$ cat config.mk
export PLATFORM = sky130hd
export DESIGN_NAME = snoop_responder
export DESIGN_NICKNAME = d
export VERILOG_FILES = /design/src/rtl/cpu_types_pkg.sv /design/src/rtl/snoop_responder.sv
export SDC_FILE = /design/constraint.sdc
export NUM_CORES = 1
export LEC_CHECK = 0
export CAP_MARGIN = 40
export CORE_ASPECT_RATIO = 0.5
export CORE_UTILIZATION = 30
export DETAILED_ROUTE_END_ITERATION = 7
export PLACE_DENSITY = 0.75
export SETUP_SLACK_MARGIN = 0.15
export SKIP_LAST_GASP = 1
export SLEW_MARGIN = 20
export SYNTH_ARGS = -nofsm -noshare
export SYNTH_HDL_FRONTEND = slang
export SYNTH_SLANG_ARGS = --single-unit
export TNS_END_PERCENT = 1
$ cat constraint.sdc
create_clock -name CLK -period 5.3 [get_ports CLK]
set_input_delay 1.06 -clock CLK [delete_from_list [all_inputs] [get_ports CLK]]
set_output_delay 1.06 -clock CLK [all_outputs]
set_load 0.05 [all_outputs]
$ cat src/rtl/cpu_types_pkg.sv
// cpu_types_pkg: shared types for the L1 dcache and its coherence logic.
//   word_t        32-bit data/address word
//   snp_state_t   snoop responder FSM states
//   dcachef_t     dcache address fields {tag, idx, blkoff, bytoff}
package cpu_types_pkg;

   localparam int WORD_W = 32;
   localparam int DTAG_W = 26;
   localparam int DIDX_W = 3;
   localparam int DBLK_W = 1;
   localparam int DBYT_W = 2;

   typedef logic [WORD_W-1:0] word_t;

   typedef struct packed {
      logic [DTAG_W-1:0] tag;
      logic [DIDX_W-1:0] idx;
      logic [DBLK_W-1:0] blkoff;
      logic [DBYT_W-1:0] bytoff;
   } dcachef_t;

   typedef enum logic [2:0] {
      IDLE, LOOKUP, XFER0, GAP, XFER1, UPD, DONE
   } snp_state_t;

endpackage

$ cat src/rtl/snoop_responder.sv
// snoop_responder: cache-side end of the bus coherence protocol (MSI).
// Looks up a snooped block in the local 2-way frame array, supplies both
// words of a Modified block (cctrans/dWEN/daddr/dstore) and applies the
// downgrade through a one-cycle state-write strobe (upd_*).
// Ports:
//   CLK, nRST                  clock, async active-low reset
//   ccwait, ccsnoopaddr        snoop request and snooped word address
//   ccwrite, ccinv             BusRdX / invalidate-only qualifiers
//   dwait                      bus not ready for the current word
//   cctrans, dWEN, daddr,
//   dstore                     dirty-block supply to the bus
//   snp_stall                  blocks the CPU-side FSM from the frame array
//   snp_idx, snp_way, snp_word frame-array read address
//   frm_valid/dirty/tag/data   frame-array read data
//   upd_en, upd_valid,
//   upd_dirty                  frame-array state write for (snp_idx, snp_way)
module snoop_responder
   import cpu_types_pkg::*;
#(
   parameter int NSETS = 8,
   parameter int TAG_W = 26,
   parameter int IDX_W = $clog2(NSETS)
) (
   input  logic               CLK,
   input  logic               nRST,
   input  logic               ccwait,
   input  logic [31:0]        ccsnoopaddr,
   input  logic               ccwrite,
   input  logic               ccinv,
   input  logic               dwait,
   output logic               cctrans,
   output logic               dWEN,
   output logic [31:0]        daddr,
   output logic [31:0]        dstore,
   output logic               snp_stall,
   output logic [IDX_W-1:0]   snp_idx,
   input  logic [1:0]         frm_valid,
   input  logic [1:0]         frm_dirty,
   input  logic [2*TAG_W-1:0] frm_tag,
   output logic               snp_way,
   output logic               snp_word,
   input  logic [31:0]        frm_data,
   output logic               upd_en,
   output logic               upd_valid,
   output logic               upd_dirty
);

   snp_state_t       state, nxt;
   logic [TAG_W-1:0] tag_q;
   logic [IDX_W-1:0] idx_q;
   logic             wr_q, inv_q, way_q;
   logic [1:0]       hit;
   logic             hit_way, hit_dirty;
   word_t            blk_base;
   logic             unused_boff;

   // byte/block offset of the snooped address never matters: whole block moves
   assign unused_boff = ^ccsnoopaddr[2:0];

   assign hit[0]    = frm_valid[0] & (frm_tag[TAG_W-1:0] == tag_q);
   assign hit[1]    = frm_valid[1] & (frm_tag[2*TAG_W-1:TAG_W] == tag_q);
   // way 0 wins a double hit; only meaningful when |hit
   assign hit_way   = ~hit[0];
   assign hit_dirty = frm_dirty[hit_way];
   assign blk_base  = {tag_q, idx_q, 3'b000};

   assign snp_idx   = idx_q;
   assign snp_way   = way_q;
   // combinational so the CPU side is blocked in the very cycle ccwait rises
   assign snp_stall = (state != IDLE) | ccwait;

   always_ff @(posedge CLK or negedge nRST) begin
      if (!nRST) begin
         state <= IDLE;
         tag_q <= '0;
         idx_q <= '0;
         wr_q  <= 1'b0;
         inv_q <= 1'b0;
         way_q <= 1'b0;
      end else begin
         state <= nxt;
         if (state == IDLE && ccwait) begin
            tag_q <= ccsnoopaddr[31 -: TAG_W];
            idx_q <= ccsnoopaddr[3 +: IDX_W];
            wr_q  <= ccwrite;
            inv_q <= ccinv;
         end
         if (state == LOOKUP) way_q <= hit_way;
      end
   end

   always_comb begin
      nxt       = state;
      cctrans   = 1'b0;
      dWEN      = 1'b0;
      daddr     = '0;
      dstore    = '0;
      snp_word  = 1'b0;
      upd_en    = 1'b0;
      upd_valid = 1'b0;
      upd_dirty = 1'b0;
      case (state)
         IDLE:
            if (ccwait) nxt = LOOKUP;
         LOOKUP:
            if (!ccwait) nxt = IDLE;
            else if ((|hit) && hit_dirty) begin
               cctrans = 1'b1;
               nxt     = XFER0;
            end
            else if ((|hit) && (wr_q || inv_q)) nxt = UPD;
            else nxt = DONE;
         XFER0: begin
            cctrans = 1'b1;
            dWEN    = 1'b1;
            daddr   = blk_base;
            dstore  = frm_data;
            if (!dwait) nxt = GAP;
         end
         GAP: begin
            // idle beat so the bus can step to the second word
            cctrans = 1'b1;
            nxt     = XFER1;
         end
         XFER1: begin
            cctrans  = 1'b1;
            dWEN     = 1'b1;
            snp_word = 1'b1;
            daddr    = blk_base | 32'h4;
            dstore   = frm_data;
            if (!dwait) nxt = UPD;
         end
         UPD: begin
            // clean hits only reach here on BusRdX/inv, so both paths share
            // one rule: keep the line (as S) only for a plain BusRd
            upd_en    = 1'b1;
            upd_valid = ~(wr_q | inv_q);
            nxt       = DONE;
         end
         DONE:
            if (!ccwait) nxt = IDLE;
         default:
            nxt = IDLE;
      endcase
   end

endmodule

Word-level counts from Yosys, hierarchy flattened
Cells that the tools add are included.
- register bits: 35
- bits of input ports: 126
- output and inout port bits: 75
- logic and storage cells: 54
- magnitude comparators: 1
- eq/ne operators: 12
- mux-type cells: 19
- bitwise logic cells: 6
- reduce and logical (&&, ||, !) cells: 10
- operators with widths (cell ; count):
    one-hot mux 32 bit (2 select lines) ; 1
    == test 26 bit ; 2
    2-to-1 mux 32 bit ; 1
    one-hot mux 3 bit (7 select lines) ; 1
    2-to-1 mux 3 bit ; 6
    == test 3 bit (second input constant) ; 3
    2-to-1 mux 1 bit ; 8
    inequality test 2 bit (second input constant) ; 4
    == test 3 x 2 -> 1 bit (second input constant) ; 2
    AND reduction 4 bit ; 1
    OR reduction 2 bit ; 2
    == test 3 x 1 -> 1 bit (second input constant) ; 1
    logical AND 1 bit ; 3
    logical NOT 3 bit ; 1
    nonzero test 3 bit ; 1
    OR reduction 3 bit ; 1
    AND 1 bit ; 2
    less-than comparator 1 x 2 -> 1 bit (second input constant) ; 1
    2-to-1 mux 2 bit ; 1
    inverter 1 bit ; 2
    bitwise OR 1 bit ; 2
    one-hot mux 1 bit (2 select lines) ; 1
    logical OR 1 bit ; 1

Logic depth before layout (Yosys ltp)
Gate-level depths: netlist of the first run.
- depth after elaboration: 9
- gate-level depth with buffers: 6
- depth with buffers taken out: 6

Worst setup path before layout of the first run
No wires, ideal clock.
- path type: input to output
- start: in frm_tag[51]
- end: out cctrans
- arrival time: 2.605 ns
- required time: 4.240 ns
- slack: 1.635 ns
- stages on the path: 6
- buffers on the path: 0
- cells stage by stage: xnor2_1 nand4_1 or4_1 nor4_1 mux2_2 a211o_1
- word-level cells in the longest chain between the ends: 7
- ends and longest elaborated chain (element ; line ; RTL):
    start, declared ; snoop_responder.sv:39 ; input logic [2*TAG_W-1:0] frm_tag,
    == test 26 bit ; snoop_responder.sv:61 ; assign hit[1] = frm_valid[1] & (frm_tag[2*TAG_W-1:TAG_W] == tag_q);
    AND 1 bit ; snoop_responder.sv:61 ;
    OR reduction 2 bit ; snoop_responder.sv:107 ; else if ((|hit) && hit_dirty) begin
    logical AND 1 bit ; snoop_responder.sv:107 ;
    2-to-1 mux 1 bit ; snoop_responder.sv:107 ;
    2-to-1 mux 1 bit ; snoop_responder.sv:106 ; if (!ccwait) nxt = IDLE;
    one-hot mux 1 bit (2 select lines) ; snoop_responder.sv:102 ; case (state)
    end, declared ; snoop_responder.sv:31 ; output logic cctrans,
No other way between the ends.

Worst setup path after layout of the first run
- start: in frm_tag[2]
- end: out cctrans
- word-level cells in the longest chain between the ends: 8
- elaborated cells between the ends (all ways): 9
- those cells by class: 1 x eq/ne; 5 x mux; 1 x bitwise; 2 x reduce/logical
- ends and longest elaborated chain (element ; line ; RTL):
    == test 26 bit * ; snoop_responder.sv:60 ; assign hit[0] = frm_valid[0] & (frm_tag[TAG_W-1:0] == tag_q);
    AND 1 bit * ; snoop_responder.sv:60 ;
    2-to-1 mux 1 bit (not written as such) (2 in series) ; snoop_responder.sv:64 ; assign hit_dirty = frm_dirty[hit_way];
    logical AND 1 bit * ; snoop_responder.sv:107 ;
    2-to-1 mux 1 bit * ; snoop_responder.sv:107 ;
    2-to-1 mux 1 bit * ; snoop_responder.sv:106 ;
    one-hot mux 1 bit (2 select lines) * ; snoop_responder.sv:102 ;
Every way passes the cells marked *; elsewhere a longest branch is shown, timed or not. The select of a mux whose other input is x is not followed.

==> flow_metrics.env, run 1 <==
export IMPL_grt_setup_unrepaired="false"
export IMPL_vias_per_cell=4.42
export IMPL_clkTransAtPathRegs_ps=60
export IMPL_n_antenna_cell=0
export IMPL_overflow=0
export IMPL_crit_path_start_kind="input pin"
export IMPL_period_share=0.929
export IMPL_numClockSinks=35
export IMPL_grt_pass1_vias=2449
export IMPL_syn_inst=253
export IMPL_worst_slack_ps=376
export IMPL_gp_congestion=0.823
export IMPL_critPathRequiredTime_ps=4240
export IMPL_nNetsFinal=569
export IMPL_timing_rr_end="state[1]$_DFFE_PN0P_"
export IMPL_cts_setup_buffers=0
export IMPL_fin_cells=552
export IMPL_async_flop_share=1.00
export IMPL_outcome="finished clean"
export IMPL_synth_cell_type_count=28
export IMPL_multi_input_area_um2=1540
export IMPL_drive_above_1_share=0.108
export IMPL_tns_ps=0
export IMPL_p_leak_nw=1.80
export IMPL_synth_top_family_by_area="simple AND/OR/NAND/NOR gates"
export IMPL_routed_wl_um=8390
export IMPL_antenna_found_initial=0
export IMPL_fmax_ghz=0.203
export IMPL_min_delay_path_depth=1
export IMPL_cts_resized=0
export IMPL_end_kind="output pin"
export IMPL_seqCellArea_um2=876
export IMPL_ys_ff_latch=35
export IMPL_cp_slowest_cell="clkdlybuf4s50_1"
export IMPL_dieArea_um2=8640
export IMPL_yosysWarnings=0
export IMPL_synthMuxAreaShare=0.156
export IMPL_fin_area_um2=4690
export IMPL_syn_cell_area_um2=2480
export IMPL_avgSynthCellArea_um2=9.79
export IMPL_clockBufferDepth=2
export IMPL_core_area_um2=7650
export IMPL_pin_count=201
export IMPL_cts_tree="done"
export IMPL_powerDensity_nw_per_um2=639
export IMPL_hold_path_class="flop to flop"
export IMPL_critPathMaxFanout=3
export IMPL_reg2reg_from="tag_q[6]$_DFFE_PN0P_"
export IMPL_groute_usage_overall=0.191
export IMPL_maxSlewViolCount=0
export IMPL_period_needed_ps=4920
export IMPL_crit_chain="clkdlybuf4s50_1 > xnor2_1 > nand4_1 > nor4_1 > nand4_1 > mux2_2 > a211o_1 > clkdlybuf4s50_1"
export IMPL_cts_buffers=5
export IMPL_initial_core_util=0.324
export IMPL_root_buffer="clkbuf_16"
export IMPL_clock_skew_ps=4.31
export IMPL_synth_edff_count=0
export IMPL_grt_max_degree=35
export IMPL_yosys_area_share_simple=0.239
export IMPL_dpl_cell_area_um2=4530
export IMPL_rows=22
export IMPL_cts_htree_levels=2
export IMPL_tightest_slew_ps=744
export IMPL_synth_compound_area_frac=0.0308
export IMPL_die_w_um=130
export IMPL_final_cell_mix="193 x clkdlybuf4s50_1, 60 x and2_1, 35 x dfrtp_1, 33 x xnor2_1, 33 x mux2_2"
export IMPL_dp_cells=544
export IMPL_syn2layout_area_growth_pct=89.2
export IMPL_grt_pass1_wl_um=12500
export IMPL_ys_flop_type="dfrtp_1"
export IMPL_post_place_ws_ps=382
export IMPL_finalSetupViolations=0
export IMPL_finalHoldViolCount=0
export IMPL_final_common_cell="clkdlybuf4s50_1"
export IMPL_ys_seq_area_frac=0.354
export IMPL_clk_latency_ps=280
export IMPL_r2r_cells=6
export IMPL_antenna_left=0
export IMPL_crit_type="input pin to output pin"
export IMPL_drtIter0Drc=82
export IMPL_max_slew_margin=0.503
export IMPL_synth_xor_area_share=0.184
export IMPL_port_buffers=194
export IMPL_arrival_ps=3860
export IMPL_wl_per_cell_um=15.2
export IMPL_drcViolationCount=0
export IMPL_hold_path_end="snp_way$_DFFE_PN0P_"
export IMPL_hold_buffers=0
export IMPL_ir_worst_vdd_v=0.000287
export IMPL_hpwl_um=6770
export IMPL_die_h_um=66.2
export IMPL_yosys_area_share_adder=0
export IMPL_maxCapViolations=0
export IMPL_drtPass1Iterations=6
export IMPL_rrSetupSlack_ps=2840
export IMPL_vias=2439
export IMPL_hp_start="snp_way$_DFFE_PN0P_"
export IMPL_crit_path_max_incr_delay_ps=700
export IMPL_fillCellCount=686
-- synthesized netlist by cell type (3+ instances only) --
library cell	instances	area [um^2]
xnor2_1	33	289
xor2_1	19	166
nand2_1	8	30.0
and2_1	60	375
nor2_1	6	22.5
dfrtp_1	35	876
clkbuf_1	12	45.0
nor4_1	6	37.5
o21ai_0	4	20.0
buf_4	4	30.0
nand4_1	9	56.3
nand2b_1	3	18.8
inv_1	3	11.3
mux2_2	33	372
-- layer usage --
| layer | global-route usage | part of all wire |
|---|---|---|
| met5 | 0 | 0 |
| met4 | 0.0460 | 0.011 |
| met3 | 0.0437 | 0.072 |
| met2 | 0.372 | 0.52 |
| met1 | 0.210 | 0.40 |
-- worst max-delay path, delay by kind of cell --
kind	cells	cell delay, ps
xor gates and xnor gates	1	130
muxes	1	350
buffers and inverters	2	1170
and+or+nand+nor	3	840
AOI/OAI and AO/OA	1	310
-- state kept, by name, indices dropped and copies added (netlist names) --
| register | flops |
|---|---|
| snp_idx | 3 |
| tag_q | 26 |
| state | 3 |
| wr_q | 1 |
| inv_q | 1 |
| snp_way | 1 |
-- cell type report --
type / count / area share
repair buffers: 197 / 0.421
inverters: 3 / 0.00240
well taps: 108 / 0.0288
clock buffers: 8 / 0.0334
multi-input cells: 201 / 0.328
flip-flops and latches: 35 / 0.187
-- worst max-delay path by stage --
stage	startpoint	end	slack, ps	cells after the start
after floorplan	frm_tag[51]	cctrans	1630	6
after global placement	frm_tag[8]	cctrans	420	8
after detailed placement	frm_tag[32]	cctrans	380	8
after CTS	frm_tag[32]	cctrans	390	8
after global routing	frm_tag[32]	cctrans	290	8
final	frm_tag[2]	cctrans	380	8
-- where the power goes --
part	total (W)	switching (W)	internal (W)
sequential	0.000588	0.000186	0.000402
combinational	0.00209	0.00125	0.000844
clock	0.000310	0.000110	0.000200
total	0.00299	0.00155	0.00145
-- stage by stage --
stage          utilization  hold slack [ps]  total power (W)
2_1_floorplan            -              506          0.00200
3_3_place_gp         0.589              491          0.00268
3_5_place_dp         0.592              499          0.00270
4_1_cts              0.612              514          0.00302
5_1_grt              0.612              525          0.00316
6_report             0.612              511          0.00299
-- kinds of logic after synthesis --
family | after synthesis
AND/OR/NAND/NOR | 100
other | 1
flip-flops | 35
XOR/XNOR | 52
buffers and inverters | 19
multiplexers | 34
AO/OA/AOI/OAI | 12
Power figures use the tool's default switching activity.
==> run 2: changes to the inputs <==
Settings changed: ABC_CLOCK_PERIOD_IN_PS set to 5300.
==> results of run 2 <==
No change in the layout: final DEF, timing and power equal those of run 1.
==> run 3: changes to the inputs <==
Settings changed: ABC_CLOCK_PERIOD_IN_PS 5300 to not set, CORE_UTILIZATION 30 to 36, PLACE_DENSITY 0.75 to 0.88.
==> run 3 against run 2 <==
  * First-iteration DRC count shrank 6.1%
  * Power increased by 2.3%
  * Cell count is 3.6% lower
  * Critical endpoint unchanged
  * Register-to-register slack got worse by 40 ps
==> flow_metrics.env, run 3 (synthesis gave the netlist of run 1 again) <==
export IMPL_overflow=0
export IMPL_rows=20
export IMPL_seqPwrFrac=0.198
export IMPL_power_switching_w=0.00159
export IMPL_crit_path_max_incr_delay_ps=800
export IMPL_drive_above_1_share=0.110
export IMPL_top_register="tag_q"
export IMPL_max_slew_margin=0.484
export IMPL_cp_slowest_cell="clkdlybuf4s50_1"
export IMPL_fin_cells=532
export IMPL_cpMostUsedCell="clkdlybuf4s50_1"
export IMPL_grt_pass1_vias=2597
export IMPL_crit_type="input pin to output pin"
export IMPL_clkPwrFrac=0.109
export IMPL_finalSetupViolations=0
export IMPL_ir_worst_vdd_v=0.000336
export IMPL_cts_resized=0
export IMPL_die_w_um=119
export IMPL_hpwl_um=7040
export IMPL_outcome="finished clean"
export IMPL_clock_skew_ps=6.60
export IMPL_antenna_found_initial=0
export IMPL_drcViolationCount=0
export IMPL_arrival_ps=3880
export IMPL_clockBufferDepth=2
export IMPL_antenna_left=0
export IMPL_vias=2530
export IMPL_p_leak_nw=1.82
export IMPL_critPathRequiredTime_ps=4240
export IMPL_post_place_ws_ps=413
export IMPL_n_antenna_cell=0
export IMPL_hold_path_class="flop to flop"
export IMPL_clk_latency_ps=280
export IMPL_fmax_ghz=0.203
export IMPL_pin_count=201
export IMPL_final_util=0.738
export IMPL_end_kind="output pin"
export IMPL_period_needed_ps=4940
export IMPL_grt_max_degree=39
export IMPL_tns_ps=0
export IMPL_root_buffer="clkbuf_16"
export IMPL_grt_pass1_wl_um=12800
export IMPL_powerDensity_nw_per_um2=653
export IMPL_syn2layout_area_growth_pct=89.3
export IMPL_hold_buffers=0
export IMPL_core_area_um2=6360
export IMPL_period_share=0.931
export IMPL_routed_wl_um=8900
export IMPL_dp_cells=523
export IMPL_power_w=0.00306
export IMPL_clkTransAtPathRegs_ps=60
export IMPL_gp_congestion=0.835
export IMPL_die_h_um=60.6
export IMPL_worst_slack_ps=365
export IMPL_cts_tree="done"
export IMPL_crit_chain="clkdlybuf4s50_1 > xnor2_1 > nand4_1 > or4_1 > nor4_1 > mux2_2 > a211o_1 > clkdlybuf4s50_1"
export IMPL_groute_usage_overall=0.234
export IMPL_cts_setup_buffers=0
export IMPL_critPathMaxFanout=2
export IMPL_nNetsFinal=569
export IMPL_port_buffers=194
export IMPL_internal_power_w=0.00148
export IMPL_maxSlewViolCount=0
export IMPL_seqCellArea_um2=876
export IMPL_multi_input_area_um2=1540
export IMPL_numClockSinks=35
export IMPL_swShare=0.518
export IMPL_grt_setup_unrepaired="false"
export IMPL_wl_per_cell_um=16.7
export IMPL_finalHoldViolCount=0
export IMPL_fillCellCount=453
export IMPL_p_comb_frac=0.693
export IMPL_cts_buffers=5
export IMPL_dieArea_um2=7230
export IMPL_crit_path_start_kind="input pin"
export IMPL_tightest_slew_ps=773
export IMPL_cts_htree_levels=2
export IMPL_final_cell_mix="193 x clkdlybuf4s50_1, 60 x and2_1, 35 x dfrtp_1, 33 x xnor2_1, 33 x mux2_2"
export IMPL_vias_per_cell=4.76
export IMPL_drtIter0Drc=77
export IMPL_final_common_cell="clkdlybuf4s50_1"
export IMPL_maxCapViolations=0
export IMPL_largest_reg_flops=26
export IMPL_initial_core_util=0.390
export IMPL_drtPass1Iterations=4
-- run 3: changes by cell type in the layout (fill, tap and decap cells not counted), sizes merged --
cell,delta
bufinv,+1
clkbuf,-3
clkinv,+2
-- run 3: layout make-up --
cell class / count / share of cell area
Tap cell: 88 / 0.0235
Sequential cell: 35 / 0.187
Clock buffer: 5 / 0.0267
Timing Repair Buffer: 197 / 0.424
Clock inverter: 3 / 0.00934
Multi-Input combinational cell: 201 / 0.327
Inverter: 3 / 0.00240
-- run 3: routing by layer --
layer	global-route usage	routed length, um	vias to the layer above
li1	-	-	1221
met1	0.256	3550	1215
met2	0.468	4800	78
met3	0.0442	372	16
met4	0.0850	182	0
met5	0	0	-
-- run 3: metrics by stage --
step | hold slack, ps | instance area [um^2]
after floorplan | 506 | 2480
after global placement | 491 | 4480
after detailed placement | 502 | 4490
after CTS | 532 | 4660
after global routing | 556 | 4690
final | 526 | 4690
-- run 3: final timing paths --
path,start,endpoint,slack (ps),depth (start not counted)
max in group asynchronous,nRST,tag_q[21]$_DFFE_PN0P_,4150,2
min in group asynchronous,nRST,tag_q[19]$_DFFE_PN0P_,710,1
min reg2reg,snp_idx[0]$_DFFE_PN0P_,snp_idx[0]$_DFFE_PN0P_,530,1
max,frm_tag[29],cctrans,360,8
max reg2reg,tag_q[3]$_DFFE_PN0P_,state[1]$_DFFE_PN0P_,2800,6
min,snp_idx[0]$_DFFE_PN0P_,snp_idx[0]$_DFFE_PN0P_,530,1
-- run 3: worst max-delay path, delay by kind of cell --
kind | cells | cell delay [ps]
and+or+nand+nor | 3 | 990
muxes | 1 | 240
xor gates and xnor gates | 1 | 220
buffers and inverters | 2 | 1230
AOI/OAI and AO/OA | 1 | 130
-- run 3: power by group through the flow --
stage,logic (W),clock network (W),registers (W)
CTS,0.00213,0.000336,0.000600
detailed placement,0.00212,0,0.000600
floorplan,0.00143,0,0.000564
finish,0.00212,0.000334,0.000606
global route,0.00222,0.000349,0.000628
global placement,0.00207,0,0.000586
